**config.mk**
```make
export PLATFORM = sky130hd
export DESIGN_NAME = elastic_pipe_chain
export DESIGN_NICKNAME = d
export VERILOG_FILES = /design/src/rtl/elastic_pipe_chain.sv
export SDC_FILE = /design/constraint.sdc
export NUM_CORES = 1
export LEC_CHECK = 0
export CORE_MARGIN = 2
export CORE_UTILIZATION = 30
export DETAILED_ROUTE_END_ITERATION = 7
export SYNTH_ARGS = -nofsm -noshare
export SYNTH_HDL_FRONTEND = slang
export SYNTH_SLANG_ARGS = --single-unit
export TNS_END_PERCENT = 50
```
**constraint.sdc**
```tcl
create_clock -name clk -period 5.16 [get_ports clk]
set_input_delay 1.032 -clock clk [delete_from_list [all_inputs] [get_ports clk]]
set_output_delay 1.032 -clock clk [all_outputs]
set_load 0.02 [all_outputs]
```
**src/rtl/elastic_pipe_chain.sv**
```systemverilog
// Chain of STAGES valid/ready elastic registers with bubble collapsing, flush,
// freeze, an optional input skid entry and a registered occupancy count.
module elastic_pipe_chain #(
   parameter int WIDTH             = 32,
   parameter int STAGES            = 2,
   parameter int SKID              = 0,
   parameter int FLUSH_CLEARS_DATA = 1
) (
   input  logic                            clk,
   input  logic                            rst,
   input  logic                            in_valid,
   output logic                            in_ready,
   input  logic [WIDTH-1:0]                in_data,
   output logic                            out_valid,
   input  logic                            out_ready,
   output logic [WIDTH-1:0]                out_data,
   input  logic                            flush,
   input  logic                            freeze,
   output logic [$clog2(STAGES+2)-1:0]     count
);

   localparam int CW = $clog2(STAGES + 2);

   logic [STAGES-1:0] v_q, v_d;
   logic [WIDTH-1:0]  d_q [STAGES];
   logic [WIDTH-1:0]  d_d [STAGES];
   logic [STAGES-1:0] accept;
   logic [CW-1:0]     count_q, count_d;
   logic              run;
   logic              in_fire;
   logic              src_valid;
   logic [WIDTH-1:0]  src_data;
   logic              skid_cnt;

   assign run     = !freeze && !flush;
   assign in_fire = in_valid && in_ready;

   // A stage accepts if it is empty or everything downstream of it moves.
   always_comb begin
      accept = '0;
      accept[STAGES-1] = !v_q[STAGES-1] || (out_ready && run);
      for (int k = STAGES - 2; k >= 0; k--) begin
         accept[k] = !v_q[k] || accept[k+1];
      end
   end

   generate
      if (SKID != 0) begin : g_skid
         logic             skid_valid_q, skid_valid_d;
         logic [WIDTH-1:0] skid_data_q, skid_data_d;

         assign in_ready  = !skid_valid_q && run;
         assign src_valid = skid_valid_q || in_fire;
         assign src_data  = skid_valid_q ? skid_data_q : in_data;
         assign skid_cnt  = skid_valid_d;

         always_comb begin
            skid_valid_d = skid_valid_q;
            skid_data_d  = skid_data_q;
            if (flush) begin
               skid_valid_d = 1'b0;
               if (FLUSH_CLEARS_DATA != 0) begin
                  skid_data_d = '0;
               end
            end else if (!freeze) begin
               if (skid_valid_q) begin
                  if (accept[0]) begin
                     skid_valid_d = 1'b0;
                  end
               end else if (in_fire && !accept[0]) begin
                  skid_valid_d = 1'b1;
                  skid_data_d  = in_data;
               end
            end
         end

         always_ff @(posedge clk or posedge rst) begin
            if (rst) begin
               skid_valid_q <= 1'b0;
               skid_data_q  <= '0;
            end else begin
               skid_valid_q <= skid_valid_d;
               skid_data_q  <= skid_data_d;
            end
         end
      end else begin : g_noskid
         assign in_ready  = accept[0] && run;
         assign src_valid = in_fire;
         assign src_data  = in_data;
         assign skid_cnt  = 1'b0;
      end
   endgenerate

   always_comb begin
      v_d = v_q;
      d_d = d_q;
      if (flush) begin
         v_d = '0;
         if (FLUSH_CLEARS_DATA != 0) begin
            for (int k = 0; k < STAGES; k++) begin
               d_d[k] = '0;
            end
         end
      end else if (!freeze) begin
         if (accept[0]) begin
            v_d[0] = src_valid;
            if (src_valid) begin
               d_d[0] = src_data;
            end
         end
         for (int k = 1; k < STAGES; k++) begin
            if (accept[k]) begin
               v_d[k] = v_q[k-1];
               if (v_q[k-1]) begin
                  d_d[k] = d_q[k-1];
               end
            end
         end
      end

      // Count reflects the state after this edge, so it tracks the entries exactly.
      count_d = CW'(skid_cnt);
      for (int k = 0; k < STAGES; k++) begin
         count_d = count_d + CW'(v_d[k]);
      end
   end

   always_ff @(posedge clk or posedge rst) begin
      if (rst) begin
         v_q     <= '0;
         count_q <= '0;
         for (int k = 0; k < STAGES; k++) begin
            d_q[k] <= '0;
         end
      end else begin
         v_q     <= v_d;
         count_q <= count_d;
         for (int k = 0; k < STAGES; k++) begin
            d_q[k] <= d_d[k];
         end
      end
   end

   assign out_valid = v_q[STAGES-1] && run;
   assign out_data  = d_q[STAGES-1];
   assign count     = count_q;

endmodule

```
==> flow_metrics.tcl <==
set metrics [dict create \
    status "complete, no violations" \
    synthTopCellsByArea "dfrtp_1 (56%), mux2_2 (11%), a22o_1 (8.9%)" \
    wl_per_cell_um 14.5 \
    post_synth_inst_count 230 \
    vdd_ir_drop_max_mv 0.115 \
    synth_cell_types 25 \
    final_max_slew_viol_count 0 \
    grt_util_overall 0.114 \
    timing.critical_path.required_ns 4.13 \
    ys_seq_area_frac 0.559 \
    path_common_cell "clkdlybuf4s50_1" \
    min-delay-path-class "register to register" \
    cp.arrival_ns 2.55 \
    areaGrowthSynthToFinish_pct 26.1 \
    criticalPathCategory "input pin to output port" \
    route.detailed.drc 0 \
    insertion_delay_of_the_later_clocked_pin_in_the_worst_skew_pair_ns 0.34 \
    place_hpwl_mm 3.67 \
    num_vias 1794 \
    clk_root_buffer_cell "clkbuf_8" \
    pwr-share-clk 0.425 \
    setup_viol 0 \
    fp.dieW_um 105 \
    worstPathMaxFanout 5 \
    cts_hold_buffers 0 \
    post_cts_setup_repair_buffer_count 0 \
    critical_path.startpoint_type "input pin" \
    placement.io_buffers 73 \
    p_sw_frac 0.231 \
    yosysTopAreaCellShare 0.559 \
    share_comb_of_total_power 0.088 \
    cts_tree "done" \
    grt_first_pass_wirelength_mm 9.83 \
    synth.cell_area_um2 3050 \
    drt_pre_antenna_iters 3 \
    share_of_power_burned_in_registers 0.488 \
    weighted_congestion_at_the_end_of_routability_driven_global_placement 0.655 \
    clock_path_buffers 2 \
    netlist.top_cell.by_area "dfrtp_1" \
    finalCriticalPeriod_ns 3.58 \
    powerDensity_nw_per_um2 297 \
    grt_antenna_before_repair 0 \
    ant_nets 0 \
    slew-limit-headroom 0.220 \
    rsz_0062_raised_after_global_routing "false" \
    synthesis.nets 269 \
    globalRouteOverflowTotal 0 \
    first_drt_iteration_drcs 18 \
    maxUsedRoutingLayer "met4" \
    static-leakage-power_nw 1.77 \
    final.setup.tns_ns 0 \
    met3RoutedLength_um 298 \
    synth.ff_latch_count 68 \
    io_pins 74 \
    initial_core_util 0.310 \
    wirelength_mm 5.90 \
    cts.repair.resized 0 \
    worst_slew_pin_slew_ns 1.17 \
    finalClockSkew_ns 0.0125 \
    cap_viol_max_count 0 \
    wirelength_met1_mm 2.70 \
    antenna_cells 0 \
    avgSynthCellArea_um2 13.2 \
    layout-drive-gt1-share 0.204 \
    maximum_number_of_pins_on_one_net_before_global_route_repair 45 \
    cts.reportedPaths.clkPinSlew_ns 0.08 \
    cts.sink_count 68 \
    routed-wl-met2_mm 2.87 \
    cp_slowest_cell "clkdlybuf4s50_1" \
    yosys_warnings 0 \
    timing.critical_path.cells "clkdlybuf4s50_1 > nor2_4 > a21boi_0 > clkdlybuf4s50_1" \
    reported_net_switching_power_mw 0.264 \
    placementRows 36 \
    clock_tree.htree_level_count 3 \
    die-height_um 105 \
    finalCritPeriodShare 0.695 \
    internal_power_mw 0.879 \
    endpoint_kind "output port" \
    fmaxAchievable_ghz 0.279 \
    total_power_mw 1.14 \
    drt-vias-per-instance 4.40 \
    num-nets-final 309 \
    final-hold-violation-count 0 \
    die_outline_area_um2 11000 \
    numCtsBuffers 9 \
    core_region_area_um2 9820 \
    critical-path-max-stage-delay_ns 0.62 \
    bufs_and_invs_on_worst_path 2 \
    first_global_vias 1884 \
    path_delay_family "buffers and inverters" \
]
layout make-up:
class / instances / area, µm²
clock inverters: 5 / 85.1
flip-flops and latches: 68 / 1700
well taps: 133 / 166
multi-input cells: 114 / 1010
repair buffers: 75 / 741
clock buffers: 11 / 131
inverters: 2 / 7.51
fillers: 986 / 5980
power by group through the flow:
stage	Sequential, mW	Clock, mW	Combinational (mW)
2_1_floorplan	0.567	0	0.0587
3_3_place_gp	0.568	0	0.101
3_5_place_dp	0.568	0	0.103
4_1_cts	0.558	0.501	0.103
5_1_grt	0.560	0.524	0.110
6_report	0.557	0.485	0.100
flip-flops by register name, summed over array words and instances, names as in the netlist:
signal    count
d_q          32
out_data     32
count         2
v_q           2
worst reg2reg max path: stages (launching register included):
cell and delay (ns):
dfrtp_1 0.42, nand2b_4 0.11, o211ai_4 0.91, mux2_2 0.44
cell usage after synthesis:
master	number
buf_6	4
a22o_1	31
a21oi_1	4
a21boi_0	1
nor2_4	1
o21ai_0	1
nor2b_2	1
ha_1	1
nand2b_4	1
nand2b_1	3
clkbuf_1	3
buf_2	3
inv_1	2
and2_1	1
clkbuf_2	1
a31o_2	1
nor2_1	1
nor2b_1	26
mux2_2	30
and2b_1	7
and3_1	1
buf_4	35
dfrtp_1	68
mux2_4	2
o211ai_4	1
cells by family after synthesis:
kind of cell | synth area share
flops | 0.559
buf+inv | 0.114
simple gates | 0.0932
compound gates | 0.110
mux | 0.121
fa+ha+maj | 0.00411
worst paths after layout:
kind,to,slack (ns),startpoint,depth (start not counted)
min reg2reg,out_data[23]$_DFFE_PP0P_,0.48,d_q[55]$_DFFE_PP0P_,1
max reg2reg,d_q[42]$_DFFE_PP0P_,3.16,v_q[1]$_DFF_PP0_,3
max in group asynchronous,d_q[61]$_DFFE_PP0P_,3.07,rst,3
min,out_data[23]$_DFFE_PP0P_,0.48,d_q[55]$_DFFE_PP0P_,1
max,in_ready,1.58,freeze,4
min in group asynchronous,d_q[38]$_DFFE_PP0P_,1.21,rst,2
through the flow:
step | hold slack (ns) | instances | instance area (µm²) | utilization | worst slack (ns)
2_1_floorplan | 0.458 | 230 | 3050 | - | 2.30
3_3_place_gp | 0.465 | 392 | 3630 | 0.369 | 1.59
3_5_place_dp | 0.468 | 392 | 3630 | 0.369 | 1.58
4_1_cts | 0.483 | 408 | 3840 | 0.391 | 1.57
5_1_grt | 0.500 | 408 | 3840 | 0.391 | 1.50
6_report | 0.478 | 408 | 3840 | 0.391 | 1.58
cells in the final DEF (no fill, tap or decap), types with 3 or more instances in the layout:
master / count
a21oi_1: 3
clkdlybuf4s50_1: 72
dfrtp_1: 68
clkbuf_8: 9
a22o_1: 31
nor2b_1: 26
and2b_1: 7
mux2_2: 30
nand2b_1: 3
metal layers:
layer,up-vias,GRT usage
li1,845,-
met1,900,0.145
met2,46,0.179
met3,3,0.0368
met4,0,0.0486
met5,-,0
Power figures use the tool's default switching activity.
